$ cat src/rtl/lock_sequencer_if.sv
// Signal bundle between PLL top-level control, lock_sequencer and lock_detect.
// The slave modport is the sequencer's view; master is the controller/lock_detect side.
interface lock_sequencer_if;
    logic       enable;
    logic [2:0] coarseThreshold;
    logic [2:0] fineThreshold;
    logic       locked;
    logic       ldDivideEnable;
    logic [2:0] lockThreshold;
    logic       pllReady;
    logic       lockFail;
    logic [2:0] state;
    logic [7:0] lossCount;

    modport master (
        output enable, coarseThreshold, fineThreshold, locked,
        input  ldDivideEnable, lockThreshold, pllReady, lockFail, state, lossCount
    );

    modport slave (
        input  enable, coarseThreshold, fineThreshold, locked,
        output ldDivideEnable, lockThreshold, pllReady, lockFail, state, lossCount
    );
endinterface

$ cat src/rtl/lock_sequencer.sv
// PLL lock-acquisition sequencer: coarse then fine threshold search over lock_detect
// windows, ready/loss tracking with bounded retries before a sticky failure.
module lock_sequencer #(
    parameter int WINDOW_BITS     = 4,
    parameter int LOCK_COUNT      = 4,
    parameter int TIMEOUT_WINDOWS = 64,
    parameter int MAX_RETRIES     = 3
) (
    input logic             clock,
    input logic             reset,
    lock_sequencer_if.slave bus
);
    typedef enum logic [2:0] {
        ST_IDLE   = 3'd0,
        ST_FLUSH  = 3'd1,
        ST_COARSE = 3'd2,
        ST_FINE   = 3'd3,
        ST_READY  = 3'd4,
        ST_FAIL   = 3'd5
    } state_t;

    localparam int GOOD_W  = $clog2(LOCK_COUNT + 1);
    localparam int TMO_W   = $clog2(TIMEOUT_WINDOWS + 1);
    localparam int RETRY_W = $clog2(MAX_RETRIES + 1);

    state_t                   state_r,     state_s;
    state_t                   target_r,    target_s;
    logic [WINDOW_BITS-1:0]   win_cnt_r,   win_cnt_s;
    logic [GOOD_W-1:0]        good_cnt_r,  good_cnt_s;
    logic [TMO_W-1:0]         tmo_cnt_r,   tmo_cnt_s;
    logic [RETRY_W-1:0]       retry_cnt_r, retry_cnt_s;
    logic                     miss_r,      miss_s;
    logic                     ld_en_r,     ld_en_s;
    logic [2:0]               thr_r,       thr_s;
    logic                     ready_r,     ready_s;
    logic                     fail_r,      fail_s;
    logic [7:0]               loss_r,      loss_s;

    logic                     window_end_s;
    logic [GOOD_W-1:0]        good_inc_s;
    logic [TMO_W-1:0]         tmo_inc_s;
    logic [RETRY_W-1:0]       retry_inc_s;

    // Next-state and next-output computation for the sequencer FSM and its counters.
    always_comb begin
        state_s      = state_r;
        target_s     = target_r;
        win_cnt_s    = win_cnt_r;
        good_cnt_s   = good_cnt_r;
        tmo_cnt_s    = tmo_cnt_r;
        retry_cnt_s  = retry_cnt_r;
        miss_s       = miss_r;
        thr_s        = thr_r;
        loss_s       = loss_r;
        window_end_s = (win_cnt_r == {WINDOW_BITS{1'b1}});
        good_inc_s   = bus.locked ? (good_cnt_r + GOOD_W'(1)) : '0;
        tmo_inc_s    = tmo_cnt_r + TMO_W'(1);
        retry_inc_s  = retry_cnt_r + RETRY_W'(1);

        if (!bus.enable) begin
            state_s     = ST_IDLE;
            target_s    = ST_COARSE;
            win_cnt_s   = '0;
            good_cnt_s  = '0;
            tmo_cnt_s   = '0;
            retry_cnt_s = '0;
            miss_s      = 1'b0;
        end else begin
            case (state_r)
                ST_IDLE: begin
                    state_s     = ST_FLUSH;
                    target_s    = ST_COARSE;
                    retry_cnt_s = '0;
                end
                ST_FLUSH: begin
                    win_cnt_s  = '0;
                    good_cnt_s = '0;
                    tmo_cnt_s  = '0;
                    thr_s      = (target_r == ST_COARSE) ? bus.coarseThreshold : bus.fineThreshold;
                    state_s    = target_r;
                end
                ST_COARSE, ST_FINE: begin
                    win_cnt_s = win_cnt_r + WINDOW_BITS'(1);
                    if (window_end_s) begin
                        good_cnt_s = good_inc_s;
                        tmo_cnt_s  = tmo_inc_s;
                        // Success is tested first so it wins over a coincident timeout.
                        if (good_inc_s == GOOD_W'(LOCK_COUNT)) begin
                            if (state_r == ST_COARSE) begin
                                state_s  = ST_FLUSH;
                                target_s = ST_FINE;
                            end else begin
                                state_s     = ST_READY;
                                retry_cnt_s = '0;
                                miss_s      = 1'b0;
                            end
                        end else if (tmo_inc_s == TMO_W'(TIMEOUT_WINDOWS)) begin
                            retry_cnt_s = retry_inc_s;
                            target_s    = ST_COARSE;
                            state_s     = (retry_inc_s == RETRY_W'(MAX_RETRIES)) ? ST_FAIL : ST_FLUSH;
                        end else begin
                            state_s = state_r;
                        end
                    end else begin
                        state_s = state_r;
                    end
                end
                ST_READY: begin
                    win_cnt_s = win_cnt_r + WINDOW_BITS'(1);
                    if (window_end_s) begin
                        if (bus.locked) begin
                            miss_s = 1'b0;
                        end else if (miss_r) begin
                            loss_s      = (loss_r == 8'hFF) ? loss_r : (loss_r + 8'd1);
                            state_s     = ST_FLUSH;
                            target_s    = ST_COARSE;
                            retry_cnt_s = '0;
                            miss_s      = 1'b0;
                        end else begin
                            miss_s = 1'b1;
                        end
                    end else begin
                        miss_s = miss_r;
                    end
                end
                ST_FAIL: begin
                    win_cnt_s = '0;
                    state_s   = ST_FAIL;
                end
                default: begin
                    state_s     = ST_IDLE;
                    win_cnt_s   = '0;
                    good_cnt_s  = '0;
                    tmo_cnt_s   = '0;
                    retry_cnt_s = '0;
                    miss_s      = 1'b0;
                end
            endcase
        end

        // Outputs are registered from the next state so they line up with the state output.
        ld_en_s = (state_s == ST_COARSE) || (state_s == ST_FINE) || (state_s == ST_READY);
        ready_s = (state_s == ST_READY);
        fail_s  = (state_s == ST_FAIL);
    end

    // State, counter and output registers.
    always_ff @(posedge clock or negedge reset) begin
        if (!reset) begin
            state_r     <= ST_IDLE;
            target_r    <= ST_COARSE;
            win_cnt_r   <= '0;
            good_cnt_r  <= '0;
            tmo_cnt_r   <= '0;
            retry_cnt_r <= '0;
            miss_r      <= 1'b0;
            ld_en_r     <= 1'b0;
            thr_r       <= 3'd0;
            ready_r     <= 1'b0;
            fail_r      <= 1'b0;
            loss_r      <= 8'd0;
        end else begin
            state_r     <= state_s;
            target_r    <= target_s;
            win_cnt_r   <= win_cnt_s;
            good_cnt_r  <= good_cnt_s;
            tmo_cnt_r   <= tmo_cnt_s;
            retry_cnt_r <= retry_cnt_s;
            miss_r      <= miss_s;
            ld_en_r     <= ld_en_s;
            thr_r       <= thr_s;
            ready_r     <= ready_s;
            fail_r      <= fail_s;
            loss_r      <= loss_s;
        end
    end

    assign bus.ldDivideEnable = ld_en_r;
    assign bus.lockThreshold  = thr_r;
    assign bus.pllReady       = ready_r;
    assign bus.lockFail       = fail_r;
    assign bus.state          = state_r;
    assign bus.lossCount      = loss_r;
endmodule

$ cat src/flat_wrapper.sv
// flat-port wrapper written by rule: the top's interface ports become plain ports
module lock_sequencer_flat 
#(
    parameter int WINDOW_BITS     = 4,
    parameter int LOCK_COUNT      = 4,
    parameter int TIMEOUT_WINDOWS = 64,
    parameter int MAX_RETRIES     = 3
)
  (clock, reset, bus_enable, bus_coarseThreshold, bus_fineThreshold, bus_locked, bus_ldDivideEnable, bus_lockThreshold, bus_pllReady, bus_lockFail, bus_state, bus_lossCount);
  lock_sequencer_if bus_i ();
  input logic clock;
  input logic reset;
  input wire logic [$bits(bus_i.enable)-1:0] bus_enable;
  input wire logic [$bits(bus_i.coarseThreshold)-1:0] bus_coarseThreshold;
  input wire logic [$bits(bus_i.fineThreshold)-1:0] bus_fineThreshold;
  input wire logic [$bits(bus_i.locked)-1:0] bus_locked;
  output wire logic [$bits(bus_i.ldDivideEnable)-1:0] bus_ldDivideEnable;
  output wire logic [$bits(bus_i.lockThreshold)-1:0] bus_lockThreshold;
  output wire logic [$bits(bus_i.pllReady)-1:0] bus_pllReady;
  output wire logic [$bits(bus_i.lockFail)-1:0] bus_lockFail;
  output wire logic [$bits(bus_i.state)-1:0] bus_state;
  output wire logic [$bits(bus_i.lossCount)-1:0] bus_lossCount;
  assign bus_i.enable = bus_enable;
  assign bus_i.coarseThreshold = bus_coarseThreshold;
  assign bus_i.fineThreshold = bus_fineThreshold;
  assign bus_i.locked = bus_locked;
  assign bus_ldDivideEnable = bus_i.ldDivideEnable;
  assign bus_lockThreshold = bus_i.lockThreshold;
  assign bus_pllReady = bus_i.pllReady;
  assign bus_lockFail = bus_i.lockFail;
  assign bus_state = bus_i.state;
  assign bus_lossCount = bus_i.lossCount;
  lock_sequencer #(.WINDOW_BITS(WINDOW_BITS), .LOCK_COUNT(LOCK_COUNT), .TIMEOUT_WINDOWS(TIMEOUT_WINDOWS), .MAX_RETRIES(MAX_RETRIES)) u_core (.clock(clock), .reset(reset), .bus(bus_i));
endmodule
$ cat config.mk
export PLATFORM = sky130hd
export DESIGN_NAME = lock_sequencer_flat
export DESIGN_NICKNAME = d
export VERILOG_FILES = /design/src/rtl/lock_sequencer_if.sv /design/src/rtl/lock_sequencer.sv /design/src/flat_wrapper.sv
export SDC_FILE = /design/constraint.sdc
export NUM_CORES = 1
export LEC_CHECK = 0
export ABC_AREA = 1
export CAP_MARGIN = 30
export CELL_PAD_IN_SITES_DETAIL_PLACEMENT = 1
export CELL_PAD_IN_SITES_GLOBAL_PLACEMENT = 2
export CORE_UTILIZATION = 33
export CTS_BUF_LIST = sky130_fd_sc_hd__clkbuf_4
export CTS_CLUSTER_SIZE = 10
export DETAILED_ROUTE_END_ITERATION = 8
export GPL_ROUTABILITY_DRIVEN = 0
export PLACE_DENSITY_LB_ADDON = 0.1
export SLEW_MARGIN = 15
export SYNTH_ARGS = -nofsm -noshare
export SYNTH_HDL_FRONTEND = slang
export SYNTH_SLANG_ARGS = --single-unit
$ cat constraint.sdc
create_clock -name clock -period 5.1 [get_ports clock]
set_input_delay 0.51 -clock clock [delete_from_list [all_inputs] [get_ports clock]]
set_output_delay 0.51 -clock clock [all_outputs]
set_load 0.005 [all_outputs]
==> results by group, run 1 <==
Clock network
  • Sink count of the clock tree: 35
  • Clk Latency, worst-skew pair: between 0.3 and 0.4 ns
  • Clock Path Buffers: 2
  • Root Driver: clkbuf_4
  • # resized after CTS: 0
  • Post-CTS Setup Inserts: 0
  • Cts hold-fix bufs: 0
  • H-tree levels: 2
  • Clock slew at reported path FFs: approximately 0.11 ns
  • CTS buffer count: 5
  • CTS tree: yes

Worst setup path
  • Crit-path leading delay family: flip-flops
  • Critical path's largest stage delay: a little under 0.6 ns
  • Setup CP Type: reg2out
  • Largest fanout on the critical path: 9
  • CP max-delay cell: dfrtp_1
  • Critical Path RT: 4.59 ns
  • Worst setup SP type: flop
  • WP buf/inv: 1
  • Crit path DAT: about 1.5 ns
  • Crit. End Element: output pin
  • Crit-path cells: clkdlybuf4s50_1

Power
  • Pleak: between 1 and 1.5 nW
  • PD cells: roughly 240 mW/mm^2
  • Peak supply drop: 0.000125 V

Run
  • Max-cap violations: 0

STA
  • Final cycle utilization of the critical path: 0.393
  • Final hold violation count: 0
  • Setup Skew: ~0.010 ns
  • Slew of the pin with the lowest slew margin: about 0.84 ns
  • Final Setup Violations: 0
  • Slew Viols, Final: 0
  • RSZ-0062 raised after global routing: false
  • Hold WS: around 0.26 ns
  • Max frequency: between 400 and 500 MHz
  • Fin crit period: around 2 ns
  • Relative max-transition margin: 0.440
  • Setup TNS Final: 0 ns

Place
  • IO Port Bufs: 26
  • DP HPWL: ~3400 um

Synthesis
  • Mapped Cells: between 200 and 250
  • Seq/Total Area, Yosys: 0.446
  • Synth cell types: 41
  • Syn_nets: about 240
  • Synthesized cell area: approximately 0.0020 mm^2
  • #FFs+latches synth: 35
  • Area share of the largest cell type after synthesis: 0.446
  • Yosys Warn Count: 0
  • Cell taking the most area after synthesis: dfrtp_1
  • Avg Inst Size Synth: between 8 and 9 um^2
  • Post-synth EDFFs: 0
  • Ys async rst share: 1.00
  • Top post-synthesis cells by area: dfrtp_1, nand2_1, inv_1
  • Top_reg_cell synth: dfrtp_1

Route
  • Drt initial violations: 36
  • Detailed Route WL: approximately 4500 um
  • Via count of the routed design: approximately 1600
  • Routed len/inst: 13.8 um
  • Vias per inst: about 4.8
  • First-pass DRT Iterations: 4
  • Post-route ant nets: 0
  • Drt drc: 0

Worst hold path
  • Worst hold path type: in2async

Layout
  • Nets: 271
  • Share of layout cells above drive strength 1: 0.152
  • ANT cells: 0
  • Synth-to-Final Area Change: 19.1%

Status
  • Status: finished clean

Die
  • Die Height: 79.2 um
  • Die ar.: 0.00627 mm^2
  • IO Pins: 27
  • Die width: 79.2 um
  • Initial Utilization: 0.350
  • FP Rows: 27
  • Area of the core: 0.00561 mm^2

GRT
  • Pin count of the biggest net entering global routing: 36
  • GRT Total Usage: 0.165
  • First-pass GRT wire length: between 7000 and 8000 um
  • Initial antenna violation count: 0
  • Vias in the first global route: 1679
  • Grt total ovfl: 0
==> per-layer routing <==
layer / track usage / up-vias / part of all wire
met2: 0.273 / 21 / 0.47
met3: 0.0402 / 5 / 0.029
met1: 0.210 / 739 / 0.48
met4: 0.0545 / 0 / 0.014
met5: 0 / - / 0
li1: - / 794 / -
==> where the power goes <==
part	internal, W	total (W)	leakage [nW]	switching (W)
sequential	0.000294	0.000308	0.473	0.0000139
clock	0.0000489	0.000144	0.0285	0.0000949
combinational	0.0000447	0.000104	0.589	0.0000592
==> path summary, 6_finish.rpt <==
| check | end | depth (start not counted) | slack, ns | from |
|---|---|---|---|---|
| worst max-delay path | bus_state[2] | 1 | 3.10 | u_core.bus.state[2]$_DFF_PN0_ |
| worst min-delay path | u_core.tmo_cnt_r[4]$_DFFE_PN0P_ | 1 | 0.26 | reset |
| worst max register to register | u_core.bus.ldDivideEnable$_DFF_PN0_ | 12 | 3.15 | u_core.good_cnt_r[0]$_DFFE_PN0P_ |
| worst min register to register | u_core.retry_cnt_r[1]$_DFFE_PN0P_ | 2 | 0.51 | u_core.retry_cnt_r[1]$_DFFE_PN0P_ |
| max in group asynchronous | u_core.win_cnt_r[3]$_DFFE_PN0P_ | 1 | 4.30 | reset |
| min in group clock | u_core.retry_cnt_r[1]$_DFFE_PN0P_ | 2 | 0.51 | u_core.retry_cnt_r[1]$_DFFE_PN0P_ |
==> sequential cells by signal, indices dropped and copies added, names as in the netlist <==
name                       cells
u_core.bus.lossCount           8
u_core.bus.state               3
u_core.good_cnt_r              3
u_core.bus.ldDivideEnable      1
u_core.bus.lockThreshold       3
u_core.miss_r                  1
u_core.bus.pllReady            1
u_core.retry_cnt_r             2
u_core.win_cnt_r               4
u_core.tmo_cnt_r               7
u_core.bus.lockFail            1
u_core.target_r                1
==> synthesized netlist by cell type (all sizes together), types with 5 or more instances <==
| cell | n |
|---|---|
| nor2 | 25 |
| inv | 31 |
| nand2 | 52 |
| xor2 | 6 |
| nand3 | 17 |
| a21oi | 11 |
| o21ai | 14 |
| dfrtp | 35 |
| ha | 5 |
==> cells in the final DEF, fill, tap and decap left out, types with 3 or more instances in the layout <==
cell and instances:
nand3_2 4, nand2_1 46, nand3_1 13, o21ai_0 11
inv_2 4, a21oi_1 10, clkdlybuf4s50_1 25, xor2_1 6
xnor2_1 3, nor2_2 4, ha_1 5, clkbuf_4 5
inv_1 26, dfrtp_1 35, nor2_4 5, nor2_1 16
mux2i_1 3, nand2_2 5
==> per-stage QoR <==
step                      cells  utilization  cell area [um^2]  setup slack [ns]  power [W]
after global routing        328        0.417              2340              2.94   0.000590
after detailed placement    321        0.409              2290              2.78   0.000420
after global placement      321        0.409              2290              2.78   0.000418
after CTS                   328        0.417              2340              3.07   0.000568
after floorplan             226            -              1960              3.47   0.000368
final                       328        0.417              2340              3.10   0.000556
==> kinds of logic after synthesis <==
family | Yosys count | synth area share
adder cells (fa/ha/maj) | 5 | 0.0318
flip-flops | 35 | 0.446
XOR/XNOR | 9 | 0.0401
AO/OA/AOI/OAI | 38 | 0.129
multiplexers | 4 | 0.0210
buffers and inverters | 35 | 0.0707
AND/OR/NAND/NOR | 100 | 0.262
==> final cells by class <==
type	count	area [um^2]
clock buffers	5	37.5
fillers	704	3270
well taps	72	90.1
clock inverters	2	8.76
flip-flops and latches	35	876
inverters	32	123
repair buffers	26	255
multi-input cells	156	950
Power figures use the tool's default switching activity.
==> run 2, diff against run 1 <==
==> constraint.sdc (replaced) <==
create_clock -name clock -period 2.1 [get_ports clock]
set_input_delay 0.21 -clock clock [delete_from_list [all_inputs] [get_ports clock]]
set_output_delay 0.21 -clock clock [all_outputs]
set_load 0.005 [all_outputs]
==> results by group, run 2 (synthesis gave the netlist of run 1 again) <==
STA
  • Relative max-transition margin: 0.470
  • Final hold violation count: 0
  • Setup Skew: approximately 0.017 ns
  • Final cycle utilization of the critical path: 0.888
  • Max frequency: about 540 MHz
  • Final setup margin: 0.236 ns
  • Slew of the pin with the lowest slew margin: 0.794 ns
  • RSZ-0062 raised after global routing: false
  • Slew Viols, Final: 0
  • Setup TNS Final: 0 ns
  • Final Setup Violations: 0
  • Fin crit period: approximately 1.9 ns

Die
  • Area of the core: 0.00561 mm^2
  • IO Pins: 27
  • FP Rows: 27
  • Die ar.: ~0.0063 mm^2
  • Initial Utilization: 0.350
  • Die width: 79.2 um
  • Die Height: a little under 80 um

Route
  • Vias per inst: between 4 and 5
  • Drt drc: 0
  • Post-route ant nets: 0
  • Drt initial violations: 50
  • Routed len/inst: 13.3 um
  • First-pass DRT Iterations: 4
  • Detailed Route WL: 4440 um
  • Via count of the routed design: roughly 1600

Layout
  • Largest register FFs: 8
  • Nets: approximately 280
  • ANT cells: 0
  • Share of layout cells above drive strength 1: 0.172
  • Most frequent cells in the layout: nand2_1, dfrtp_1, inv_1, clkdlybuf4s50_1, nor2_1
  • Final Util: 0.428
  • Finished Cell Area: approximately 0.0024 mm^2
  • Synth-to-Final Area Change: 22.2%
  • Commonest non-fill, non-tap cell in the layout: nand2_1

Clock network
  • H-tree levels: 2
  • CTS tree: yes
  • Clock slew at reported path FFs: about 0.12 ns
  • Clk Latency, worst-skew pair: ~0.34 ns
  • Root Driver: clkbuf_4
  • Sink count of the clock tree: 35
  • CTS buffer count: 5
  • Clock Path Buffers: 2

Worst setup path
  • Critical Path RT: between 2 and 2.5 ns
  • Crit path DAT: between 2 and 2.5 ns
  • Crit. End Element: flop
  • Flop2flop setup slack: roughly 0.24 ns
  • Crit path from: u_core.good_cnt_r[0]$_DFFE_PN0P_
  • Largest fanout on the critical path: 5
  • Reg2reg path depth: 12
  • Reg-to-Reg End: u_core.bus.ldDivideEnable$_DFF_PN0_
  • Worst r2r src: u_core.good_cnt_r[0]$_DFFE_PN0P_
  • Critical Path End: u_core.bus.ldDivideEnable$_DFF_PN0_
  • Setup CP Type: reg2reg
  • Worst setup SP type: flop

Power
  • Pleak: approximately 1.1 nW
  • Peak supply drop: between 0.0002 and 0.0003 V
  • PD cells: roughly 570 mW/mm^2
  • Overall Power: 0.00136 W

Status
  • Status: finished clean

GRT
  • Grt total ovfl: 0
  • First-pass GRT wire length: between 7000 and 8000 um
  • Pin count of the biggest net entering global routing: 36
  • Vias in the first global route: between 1500 and 2000
  • GRT Total Usage: 0.163
  • Initial antenna violation count: 0

Place
  • DP Area: 0.00232 mm^2
  • Place WS: between 0.1 and 0.15 ns
  • IO Port Bufs: 26
  • DP HPWL: 3470 um

Run
  • Max-cap violations: 0

Worst hold path
  • Worst hold path type: in2async
==> run 2: through the flow <==
step | std cells | hold WS [ns]
global route | 334 | 0.506
detailed placement | 324 | 0.353
global placement | 324 | 0.351
CTS | 332 | 0.499
finish | 334 | 0.473
floorplan | 226 | -0.0856
==> run 2: worst min path at each step <==
stage | startpoint | end | slack [ns] | cells after the start
after floorplan | reset | u_core.bus.ldDivideEnable$_DFF_PN0_ | -0.09 | 0
after global placement | reset | u_core.tmo_cnt_r[2]$_DFFE_PN0P_ | 0.35 | 1
after detailed placement | reset | u_core.tmo_cnt_r[2]$_DFFE_PN0P_ | 0.35 | 1
after CTS | reset | u_core.tmo_cnt_r[0]$_DFFE_PN0P_ | 0.50 | 2
after global routing | bus_fineThreshold[0] | u_core.bus.lockThreshold[0]$_DFFE_PN0P_ | 0.51 | 3
final | reset | u_core.tmo_cnt_r[0]$_DFFE_PN0P_ | 0.47 | 2
==> run 2: report_power, final <==
group | internal, W | switching (W)
sequential | 0.000715 | 0.0000344
combinational | 0.000121 | 0.000146
clock | 0.000119 | 0.000223
==> run 2: repair_timing <==
| action | 4_1_cts | 5_1_grt |
|---|---|---|
| hold buffers | 1 | 0 |
| hold endpoints to repair | 35 | 0 |
| resized for setup | 0 | 3 |
| setup endpoints to repair | 0 | 2 |
| setup buffers | 0 | 2 |
==> run 2: cell type report <==
class                           instances  area (um^2)
Clock inverter                          2         8.76
Tap cell                               72         90.1
Sequential cell                        35          876
Fill cell                             699         3210
Clock buffer                            5         37.5
Timing Repair Buffer                   32          303
Inverter                               32          123
Multi-Input combinational cell        156          962
==> run 2: critical path: stages, from the launching register on <==
cell	delay, ns
dfrtp_1	0.42
ha_1	0.22
nand2_1	0.06
nand2_1	0.05
nor2_2	0.11
nand3_2	0.13
inv_1	0.08
o21ai_1	0.10
o21ai_1	0.14
inv_1	0.08
a21oi_4	0.18
nand3_2	0.12
nand2_1	0.08
==> run 2: metal layers <==
layer  GRT usage  share of wire  up-vias
met1       0.225           0.50      746
met2       0.250           0.45       24
li1            -              -      806
met5           0              0        -
met3      0.0333          0.033        5
met4      0.0600          0.011        0
==> run 3, diff against run 2 <==
--- a/config.mk
+++ b/config.mk
@@ -14,6 +14,7 @@
 export CTS_CLUSTER_SIZE = 10
 export DETAILED_ROUTE_END_ITERATION = 8
 export GPL_ROUTABILITY_DRIVEN = 0
+export GPL_TIMING_DRIVEN = 0
 export PLACE_DENSITY_LB_ADDON = 0.1
 export SLEW_MARGIN = 15
 export SYNTH_ARGS = -nofsm -noshare
==> results by group, run 3 (synthesis gave the netlist of run 1 again) <==
Status
  • Status: finished clean

Worst hold path
  • Worst hold path type: in2reg

Die
  • Initial Utilization: 0.350
  • FP Rows: 27
  • IO Pins: 27
  • Die width: around 80 um
  • Die ar.: around 0.0063 mm^2
  • Area of the core: roughly 0.0056 mm^2
  • Die Height: between 70 and 80 um

Place
  • IO Port Bufs: 25
  • DP Area: 0.00232 mm^2
  • DP HPWL: around 3500 um

Worst setup path
  • Worst setup SP type: flop
  • Crit path DAT: about 2.1 ns
  • Crit. End Element: flop
  • Setup CP Type: reg2reg
  • Largest fanout on the critical path: 5
  • Critical Path RT: roughly 2.4 ns

Layout
  • Commonest non-fill, non-tap cell in the layout: nand2_1
  • Filler cells: roughly 700
  • Nets: approximately 280
  • Share of layout cells above drive strength 1: 0.189
  • Synth-to-Final Area Change: 24.9%
  • Finished Cell Area: approximately 0.0025 mm^2
  • Most frequent cells in the layout: nand2_1, dfrtp_1, inv_1, clkdlybuf4s50_1, nor2_1
  • Final Util: 0.438
  • Largest register FFs: 8
  • ANT cells: 0

Route
  • First-pass DRT Iterations: 4
  • Post-route ant nets: 0
  • Via count of the routed design: 1620
  • Drt initial violations: 45
  • Drt drc: 0
  • Vias per inst: roughly 4.8
  • Routed len/inst: 13.5 um
  • Detailed Route WL: about 4500 um

STA
  • Slew Viols, Final: 0
  • Final Setup Violations: 0
  • Final hold violation count: 0
  • Setup TNS Final: 0 ns
  • Setup Skew: 0.0120 ns
  • Relative max-transition margin: 0.570
  • Fin crit period: ~1.9 ns
  • RSZ-0062 raised after global routing: true
  • Slew of the pin with the lowest slew margin: ~0.64 ns
  • Max frequency: approximately 530 MHz
  • Final cycle utilization of the critical path: 0.891

Power
  • Pleak: roughly 1.1 nW
  • PD cells: ~610 mW/mm^2
  • Peak supply drop: approximately 0.00028 V

GRT
  • Initial antenna violation count: 0
  • Vias in the first global route: roughly 1700
  • Pin count of the biggest net entering global routing: 28
  • Grt total ovfl: 0
  • GRT Total Usage: 0.169
  • First-pass GRT wire length: around 8000 um

Clock network
  • CTS buffer count: 5
  • Clock Path Buffers: 2
  • Sink count of the clock tree: 35
  • CTS tree: yes
  • Clk Latency, worst-skew pair: 0.35 ns
  • H-tree levels: 2
  • Root Driver: clkbuf_4
  • Clock slew at reported path FFs: ~0.12 ns

Run
  • Max-cap violations: 0
## run 3: timing repair
item,in CTS,in global routing
gates resized for setup,0,6
setup buffers,0,4
endpoints found under the hold margin,35,0
hold buffers,1,0
endpoints found under the setup margin,0,6
## run 3: critical path: stages, from the launching register on
cell and delay (ns):
dfrtp_1 0.42, ha_1 0.22, nand2_1 0.06, nand2_1 0.06
nor2_2 0.14, nand3_4 0.12, inv_1 0.07, o21ai_1 0.10
o21ai_1 0.15, inv_1 0.06, a21oi_2 0.18, buf_4 0.14
nor2_1 0.04
## run 3: worst paths after layout
path | endpoint | cells after the start | slack (ns) | start
worst max-delay path | u_core.bus.lockFail$_DFF_PN0_ | 12 | 0.23 | u_core.good_cnt_r[0]$_DFFE_PN0P_
worst min-delay path | u_core.bus.state[2]$_DFF_PN0_ | 3 | 0.17 | bus_enable
worst max register to register | u_core.bus.lockFail$_DFF_PN0_ | 12 | 0.23 | u_core.good_cnt_r[0]$_DFFE_PN0P_
worst min register to register | u_core.bus.lossCount[3]$_DFFE_PN0P_ | 1 | 0.51 | u_core.bus.lossCount[3]$_DFFE_PN0P_
max in group asynchronous | u_core.bus.ldDivideEnable$_DFF_PN0_ | 3 | 1.43 | reset
min in group asynchronous | u_core.tmo_cnt_r[3]$_DFFE_PN0P_ | 2 | 0.24 | reset
## run 3: layer usage
metal  vias to the layer above  track usage  wire length, um
met3                         6       0.0425              124
met1                       780        0.223             2250
met5                         -            0                0
li1                        815            -                -
met2                        19        0.262             2090
met4                         0       0.0655               70
## run 3: final cells by class
type / count / area (um^2) / area share
repair buffers: 31 / 305 / 0.124
well taps: 72 / 90.1 / 0.0367
plain buffers: 3 / 16.3 / 0.00663
multi-input cells: 156 / 967 / 0.394
flip-flops and latches: 35 / 876 / 0.357
clock inverters: 3 / 38.8 / 0.0158
clock buffers: 5 / 37.5 / 0.0153
inverters: 32 / 123 / 0.0500
## run 3: report_power, final
part	internal (W)	switching [W]	leakage [nW]	total [W]
Sequential	0.000715	0.0000338	0.473	0.000748
Clock	0.000245	0.000239	0.0426	0.000483
Combinational	0.000123	0.000148	0.628	0.000270
Total	0.00108	0.000420	1.14	0.00150
## run 3: per-stage QoR
step | cells | setup slack, ns | hold slack [ns] | total power [W]
after floorplan | 226 | 0.475 | -0.0856 | 0.000893
after global routing | 337 | -0.0167 | 0.162 | 0.00159
final | 337 | 0.229 | 0.172 | 0.00150
after detailed placement | 324 | 0.116 | 0.0966 | 0.00102
after global placement | 323 | -0.0952 | 0.477 | 0.00102
after CTS | 333 | 0.107 | 0.143 | 0.00153
